===== src/rtl/smart_cargo_pkg.sv =====
// Shared types for the smart_cargo_n cargo lift controller:
// FSM encoding, queue-entry record and sensor helpers.
package smart_cargo_pkg;

  localparam int MAX_FLOOR_W = 4;

  typedef enum logic [2:0] {
    ST_IDLE     = 3'd0,
    ST_DECIDE   = 3'd1,
    ST_SUBINDO  = 3'd2,
    ST_DESCENDO = 3'd3,
    ST_DWELL    = 3'd4,
    ST_EMERG    = 3'd5
  } state_t;

  typedef struct packed {
    logic [MAX_FLOOR_W-1:0] floor;
    logic                   eh_origem;
  } entry_t;

  localparam int ENTRY_W = $bits(entry_t);

  function automatic logic is_onehot(input logic [15:0] v);
    return (v != '0) && ((v & (v - 16'd1)) == '0);
  endfunction

  function automatic logic [MAX_FLOOR_W-1:0] onehot_idx(
    input logic [15:0] v
  );
    logic [MAX_FLOOR_W-1:0] idx;
    idx = '0;
    for (int i = 0; i < 16; i++)
      if (v[i]) idx = i[MAX_FLOOR_W-1:0];
    return idx;
  endfunction

endpackage


===== src/rtl/smart_cargo_fila.sv =====
// Stop queue: circular buffer with two ordered write ports
// (wr0 lands before wr1) and one read port at the head.
module smart_cargo_fila
  import smart_cargo_pkg::*;
#(
  parameter int DEPTH = 8,
  parameter int W     = ENTRY_W,
  localparam int AW   = $clog2(DEPTH),
  localparam int CW   = AW + 1
) (
  input  logic         clock,
  input  logic         reset,
  input  logic         wr0_en,
  input  logic [W-1:0] wr0_data,
  input  logic         wr1_en,
  input  logic [W-1:0] wr1_data,
  input  logic         rd_en,
  output logic [W-1:0] head,
  output logic [CW-1:0] count,
  output logic         empty,
  output logic         full
);

  logic [W-1:0]  mem [DEPTH];
  logic [AW-1:0] wr_ptr;
  logic [AW-1:0] rd_ptr;
  logic [AW-1:0] wr1_addr;
  logic [1:0]    n_wr;
  logic          pop;

  assign pop      = rd_en && !empty;
  assign n_wr     = {1'b0, wr0_en} + {1'b0, wr1_en};
  assign wr1_addr = wr0_en ? wr_ptr + 1'b1 : wr_ptr;

  always_ff @(posedge clock) begin
    if (wr0_en) mem[wr_ptr] <= wr0_data;
    if (wr1_en) mem[wr1_addr] <= wr1_data;
  end

  always_ff @(posedge clock or negedge reset) begin
    if (!reset) begin
      wr_ptr <= '0;
      rd_ptr <= '0;
      count  <= '0;
    end else begin
      wr_ptr <= wr_ptr + AW'(n_wr);
      if (pop) rd_ptr <= rd_ptr + 1'b1;
      count <= count + CW'(n_wr) - CW'(pop);
    end
  end

  assign head  = mem[rd_ptr];
  assign empty = (count == '0);
  assign full  = (count == CW'(DEPTH));

endmodule


===== src/rtl/smart_cargo_n.sv =====
// Cargo lift controller: request intake, stop queue, travel/dwell FSM.
// Optional ride-sharing of the tail stop: define SMART_CARGO_CARONA_EN.
module smart_cargo_n
  import smart_cargo_pkg::*;
#(
  parameter int NUM_FLOORS   = 4,
  parameter int QUEUE_DEPTH  = 8,
  parameter int DWELL_CYCLES = 100000000,
  localparam int FLOOR_W =
    ($clog2(NUM_FLOORS) > 1) ? $clog2(NUM_FLOORS) : 1
) (
  input  logic                  clock,
  input  logic                  reset,
  input  logic [NUM_FLOORS-1:0] sensores,
  input  logic                  emergencia,
  input  logic                  req_valid,
  input  logic [FLOOR_W-1:0]    req_origem,
  input  logic [FLOOR_W-1:0]    req_destino,
  output logic                  req_ready,
  output logic                  req_erro,
  output logic                  motor_subindo,
  output logic                  motor_descendo,
  output logic                  coloca_objetos,
  output logic                  tira_objetos,
  output logic [FLOOR_W-1:0]    andar_atual,
  output logic [FLOOR_W-1:0]    prox_parada,
  output logic                  fila_vazia,
  output logic                  fila_cheia,
  output logic [2:0]            db_estado
);

  localparam int CW = $clog2(QUEUE_DEPTH) + 1;
  localparam int DW = $clog2(DWELL_CYCLES);

  state_t state;
  state_t state_n;

  logic [MAX_FLOOR_W-1:0] andar_q;
  logic [NUM_FLOORS-1:0]  sens_q;
  logic [15:0]            sens_x;
  logic                   sens_hit;

  entry_t          head;
  logic [CW-1:0]   count;
  logic            pop;

  logic            pend_valid;
  entry_t          pend_wr0;
  logic            pend_wr1_en;
  entry_t          pend_wr1;

  logic [MAX_FLOOR_W-1:0] orig_f;
  logic [MAX_FLOOR_W-1:0] dest_f;
  logic            hs;
  logic            bad;
  logic            carona;
  logic            dup;
  logic [1:0]      need;
  logic [CW-1:0]   free;

  logic [DW-1:0]   dwell_cnt;
  logic            dwell_last;
  logic            rel_q;

  // Sensors: accept only a clean one-hot pattern with a fresh rising bit.
  assign sens_x   = 16'(sensores);
  assign sens_hit = is_onehot(sens_x) &&
                    ((sensores & ~sens_q) != '0);

  always_ff @(posedge clock or negedge reset) begin
    if (!reset) begin
      sens_q  <= '0;
      andar_q <= '0;
    end else begin
      sens_q <= sensores;
      if (sens_hit) andar_q <= onehot_idx(sens_x);
    end
  end

  assign orig_f = MAX_FLOOR_W'(req_origem);
  assign dest_f = MAX_FLOOR_W'(req_destino);
  assign bad    = (req_origem == req_destino) ||
                  (32'(req_origem) >= NUM_FLOORS) ||
                  (32'(req_destino) >= NUM_FLOORS);

`ifdef SMART_CARGO_CARONA_EN
  logic [MAX_FLOOR_W-1:0] ult_floor;

  // A tail stop about to be popped no longer counts as a shared pickup.
  assign carona = !fila_vazia && !(pop && count == CW'(1)) &&
                  (ult_floor == orig_f);
  assign dup    = carona && (dest_f == ult_floor);

  always_ff @(posedge clock or negedge reset) begin
    if (!reset)
      ult_floor <= '0;
    else if (pend_valid)
      ult_floor <= pend_wr1_en ? pend_wr1.floor : pend_wr0.floor;
  end
`else
  assign carona = 1'b0;
  assign dup    = 1'b0;
`endif

  assign need      = carona ? 2'd1 : 2'd2;
  assign free      = CW'(QUEUE_DEPTH) - count;
  assign req_ready = (state != ST_EMERG) && !pend_valid &&
                     (free >= CW'(need));
  assign hs        = req_valid && req_ready;

  // Accepted requests land in the queue one cycle after the handshake.
  always_ff @(posedge clock or negedge reset) begin
    if (!reset) begin
      req_erro    <= 1'b0;
      pend_valid  <= 1'b0;
      pend_wr0    <= '0;
      pend_wr1_en <= 1'b0;
      pend_wr1    <= '0;
    end else begin
      req_erro   <= hs && bad;
      pend_valid <= hs && !bad && !dup;
      if (hs) begin
        pend_wr0    <= carona ? '{floor: dest_f, eh_origem: 1'b0}
                              : '{floor: orig_f, eh_origem: 1'b1};
        pend_wr1_en <= !carona;
        pend_wr1    <= '{floor: dest_f, eh_origem: 1'b0};
      end
    end
  end

  smart_cargo_fila #(
    .DEPTH (QUEUE_DEPTH),
    .W     (ENTRY_W)
  ) u_fila (
    .clock    (clock),
    .reset    (reset),
    .wr0_en   (pend_valid),
    .wr0_data (pend_wr0),
    .wr1_en   (pend_valid && pend_wr1_en),
    .wr1_data (pend_wr1),
    .rd_en    (pop),
    .head     (head),
    .count    (count),
    .empty    (fila_vazia),
    .full     (fila_cheia)
  );

  assign dwell_last = (dwell_cnt == DW'(DWELL_CYCLES - 1));

  always_comb begin
    state_n        = state;
    pop            = 1'b0;
    motor_subindo  = 1'b0;
    motor_descendo = 1'b0;
    coloca_objetos = 1'b0;
    tira_objetos   = 1'b0;
    unique case (state)
      ST_IDLE: begin
        if (!fila_vazia) state_n = ST_DECIDE;
      end
      ST_DECIDE: begin
        if (fila_vazia)            state_n = ST_IDLE;
        else if (head.floor > andar_q) state_n = ST_SUBINDO;
        else if (head.floor < andar_q) state_n = ST_DESCENDO;
        else                       state_n = ST_DWELL;
      end
      ST_SUBINDO: begin
        if (andar_q == head.floor) state_n = ST_DWELL;
        else                       motor_subindo = 1'b1;
      end
      ST_DESCENDO: begin
        if (andar_q == head.floor) state_n = ST_DWELL;
        else                       motor_descendo = 1'b1;
      end
      ST_DWELL: begin
        coloca_objetos = head.eh_origem;
        tira_objetos   = !head.eh_origem;
        if (dwell_last) begin
          pop     = 1'b1;
          state_n = (count > CW'(1) || pend_valid) ? ST_DECIDE : ST_IDLE;
        end
      end
      ST_EMERG: begin
        motor_subindo  = 1'b1;
        motor_descendo = 1'b1;
        if (!emergencia && rel_q)
          state_n = (!fila_vazia || pend_valid) ? ST_DECIDE : ST_IDLE;
      end
      default: state_n = ST_IDLE;
    endcase
    if (emergencia) begin
      state_n = ST_EMERG;
      pop     = 1'b0;
    end
  end

  always_ff @(posedge clock or negedge reset) begin
    if (!reset) begin
      state     <= ST_IDLE;
      dwell_cnt <= '0;
      rel_q     <= 1'b0;
    end else begin
      state <= state_n;
      if (state == ST_DWELL && state_n == ST_DWELL)
        dwell_cnt <= dwell_cnt + 1'b1;
      else
        dwell_cnt <= '0;
      rel_q <= (state == ST_EMERG) && !emergencia;
    end
  end

  assign andar_atual = andar_q[FLOOR_W-1:0];
  assign prox_parada = fila_vazia ? '0 : head.floor[FLOOR_W-1:0];
  assign db_estado   = state;

endmodule


===== config.mk =====
export PLATFORM = sky130hd
export DESIGN_NAME = smart_cargo_n
export DESIGN_NICKNAME = d
export VERILOG_FILES = /design/src/rtl/smart_cargo_pkg.sv /design/src/rtl/smart_cargo_fila.sv /design/src/rtl/smart_cargo_n.sv
export SDC_FILE = /design/constraint.sdc
export NUM_CORES = 1
export LEC_CHECK = 0
export ABC_AREA = 1
export BUFFER_PORTS_ARGS = -buffer_cell sky130_fd_sc_hd__buf_2
export CAP_MARGIN = 40
export CORE_MARGIN = 10
export CORE_UTILIZATION = 30
export CTS_CLUSTER_DIAMETER = 200
export DETAILED_ROUTE_END_ITERATION = 6
export PLACE_DENSITY = 0.59
export SYNTH_ARGS = -nofsm -noshare
export SYNTH_HDL_FRONTEND = slang
export SYNTH_SLANG_ARGS = --single-unit

===== constraint.sdc =====
create_clock -name clock -period 2.6 [get_ports clock]
set_input_delay 0.26 -clock clock [delete_from_list [all_inputs] [get_ports clock]]
set_output_delay 0.26 -clock clock [all_outputs]
set_load 0.005 [all_outputs]

==> flow_summary.yaml <==
outcome:
  status: "completed"
synthesis:
  syn_nets: 644
  synth-seq-cells: 78
  synth_area_leader_cell: "dfrtp_1"
  yosys.area.top_type_share: 0.281
  post_synth_instance_area_um2: 4800
  synth_cell_types: 43
  synthFlopType: "dfrtp_1"
  yosysSeqAreaShare: 0.415
  synthTopCellsByCount: "137 x nand2_1, 98 x inv_1, 79 x nor2_1"
  synth.most_common_cell: "nand2_1"
  synth.area.top_cells: "dfrtp_1 28%, nand2_1 11%, edfxtp_1 10%, inv_1 7.7%, nor2_1 6.2%"
  synth_edf_count: 16
  syn_avg_cell_area_um2: 7.83
  synthCells: 613
  async_reset_ff_frac: 0.692
  yosysWarnings: 0
worst_setup_path:
  crit_family: "compound AO/OA/AOI/OAI gates"
  arrival_ps: 2170
  worstPathCellList: "buf_4, o21ai_0, o22ai_1, nand2_1, nand2_1, ha_1, nand2_1, inv_1, o21ai_1, buf_2"
  cp_max_fo: 13
  crit_path_end_kind: "primary output"
  worstPathRequired_ps: 2340
  startpoint_type: "flop"
  slowest_stage: "dfrtp_1"
  crit_top_cell: "nand2_1"
  cp_num_buf_inv: 3
  cpPeakStageDelay_ps: 390
  crit_type: "flop to primary output"
sta:
  post-route-min-period_ps: 2430
  post-route-period-util: 0.934
  worstMarginPinSlew_ps: 563
  setup_viol: 0
  clock_skew_ps: 7.06
  rsz0062_at_grt: "false"
  hold_viol_final: 0
  setup_slack_ps: 171
  max_freq_ghz: 0.412
  fin_tns_setup_ps: 0
  maxSlewViolCount: 0
  slew_headroom: 0.623
global_route:
  overflow: 0
  grt_pass1_vias: 3941
  grt_max_degree: 36
  grt_usage: 0.108
  antenna_found_initial: 0
  grt_pass1_wl_um: 18800
floorplanning:
  die_area_um2: 21500
  fp-row-count: 46
  die_height_um: 147
  num_io_pins: 27
  start_util: 0.304
  fp.coreArea_um2: 15800
  die_w_um: 147
place:
  dp.cells: 854
  hpwl_um: 8460
  io_buffer_count: 26
  place_ws_ps: 122
  routabilityCongestion: 0.977
routing:
  routed_wirelength_um: 10900
  drtIter0Drc: 197
  dr.pass1.iters: 4
  antenna_left: 0
  wl_per_cell_um: 12.5
  drcViolationCount: 0
  dr_total_vias: 3923
  vias_per_cell: 4.50
clock_network:
  clock_sinks: 78
  cts_tree: "done"
  clock_latency_ps: 350
  path_clk_slew_ps: 60
  cts-root-buf: "clkbuf_16"
  cts_buffers: 9
  htree_levels: 3
  clk_path_buf_depth: 2
layout:
  nNetsFinal: 682
  drive_above_1_share: 0.152
  area_growth_syn_to_layout_pct: 15.5
  fin_cells: 872
  n_antenna_cell: 0
run:
  cap_violations: 0
power_and_ir_drop:
  leakage_nw: 2.41
  p_total_mw: 4.41
  irDropWorstVdd_mv: 0.530
  power_density_nw_per_um2: 795
min_path:
  worstHoldPathType: "input port to flop"
[layer usage]
metal / share of wire / track usage / vias up
met5: 0 / 0 / -
met4: 0.022 / 0.0445 / 0
met3: 0.044 / 0.0312 / 16
met2: 0.48 / 0.180 / 75
met1: 0.46 / 0.127 / 1802
li1: - / - / 2030
[final timing paths]
| path | end | slack (ps) | start | cells after the start |
|---|---|---|---|---|
| worst max-delay path | motor_descendo | 170 | u_fila.rd_ptr[0] | 10 |
| worst min register to register | u_fila.mem[0][0] | 480 | u_fila.mem[0][0] | 2 |
| min in group asynchronous | dwell_cnt[5] | 250 | reset | 2 |
| worst max register to register | u_fila.count[2] | 200 | dwell_cnt[8] | 13 |
| worst min-delay path | sens_q[0] | 30 | sensores[0] | 1 |
| max in group asynchronous | dwell_cnt[13] | 1660 | reset | 3 |
[cells by family (layout without fill, tap and decap cells)]
group                    Yosys count  count (layout)  synth area share
adder cells (fa/ha/maj)           19              19            0.0526
AND/OR/NAND/NOR                  307             307             0.312
flip-flops                        78              78             0.415
buffers and inverters            114             157            0.0959
XOR/XNOR                          23              23            0.0420
AO/OA/AOI/OAI                     72              72            0.0821
[layout by cell type (no fill, tap or decap), types with 2 or more instances in the layout]
master	instances
a21oi_1	14
a22oi_1	3
buf_12	2
buf_2	26
buf_4	8
clkbuf_16	9
clkbuf_8	3
clkinv_2	3
dfrtp_1	54
dfxtp_1	8
edfxtp_1	16
fa_1	2
ha_1	16
inv_1	96
inv_2	6
nand2_1	137
nand2_2	3
nand3_1	24
nand3_4	2
nand4_1	7
nor2_1	77
nor2_2	3
nor2_4	2
nor3_1	18
nor3_2	21
nor3_4	2
o21ai_0	41
o21ai_1	2
o22ai_1	9
xnor2_1	10
xor2_1	13
[flip-flops by register name, indices dropped and copies added (netlist names), 2 cells and up]
signal and count:
db_estado 3, andar_q 2, pend_wr1 2, pend_wr0 2, dwell_cnt 27, u_fila.mem 24
u_fila.count 4, sens_q 4, u_fila.rd_ptr 3, u_fila.wr_ptr 3
[power by group]
group,internal (mW),total [mW],leakage (nW),switching (mW)
combinational,0.546,1.58,1.36,1.03
sequential,1.45,1.63,0.908,0.178
clock,0.721,1.21,0.142,0.484
[worst register-to-register path, delay by kind of cell, from the launching register on]
kind | cells | cell delay, ps
AND/OR/NAND/NOR | 7 | 850
adder cells (fa/ha/maj) | 3 | 780
flip-flops | 1 | 410
buffers and inverters | 2 | 110
XOR/XNOR | 1 | 130
[repair_timing]
action,CTS,global route
setup endpoints to repair,1,6
hold buffers,1,0
pin swaps,0,1
hold endpoints to repair,19,0
resized for setup,1,9
buffers inserted,0,1
[cell type report]
| cell class | instances | area (um2) |
|---|---|---|
| clock buffers | 13 | 270 |
| flip-flops and latches | 78 | 1990 |
| multi-input cells | 421 | 2360 |
| repair buffers | 37 | 240 |
| fillers | 1710 | 10200 |
| clock inverters | 3 | 17.5 |
| well taps | 216 | 270 |
| inverters | 104 | 392 |
[per-stage QoR]
stage / util / hold slack, ps / area, um2
detailed placement: 0.331 / 72.5 / 5230
floorplan: - / -35.6 / 4800
global route: 0.352 / 16.7 / 5550
finish: 0.352 / 31.7 / 5550
global placement: 0.331 / 70.8 / 5230
CTS: 0.350 / 12.6 / 5520
No activity file was read; power rests on OpenSTA's default activity.
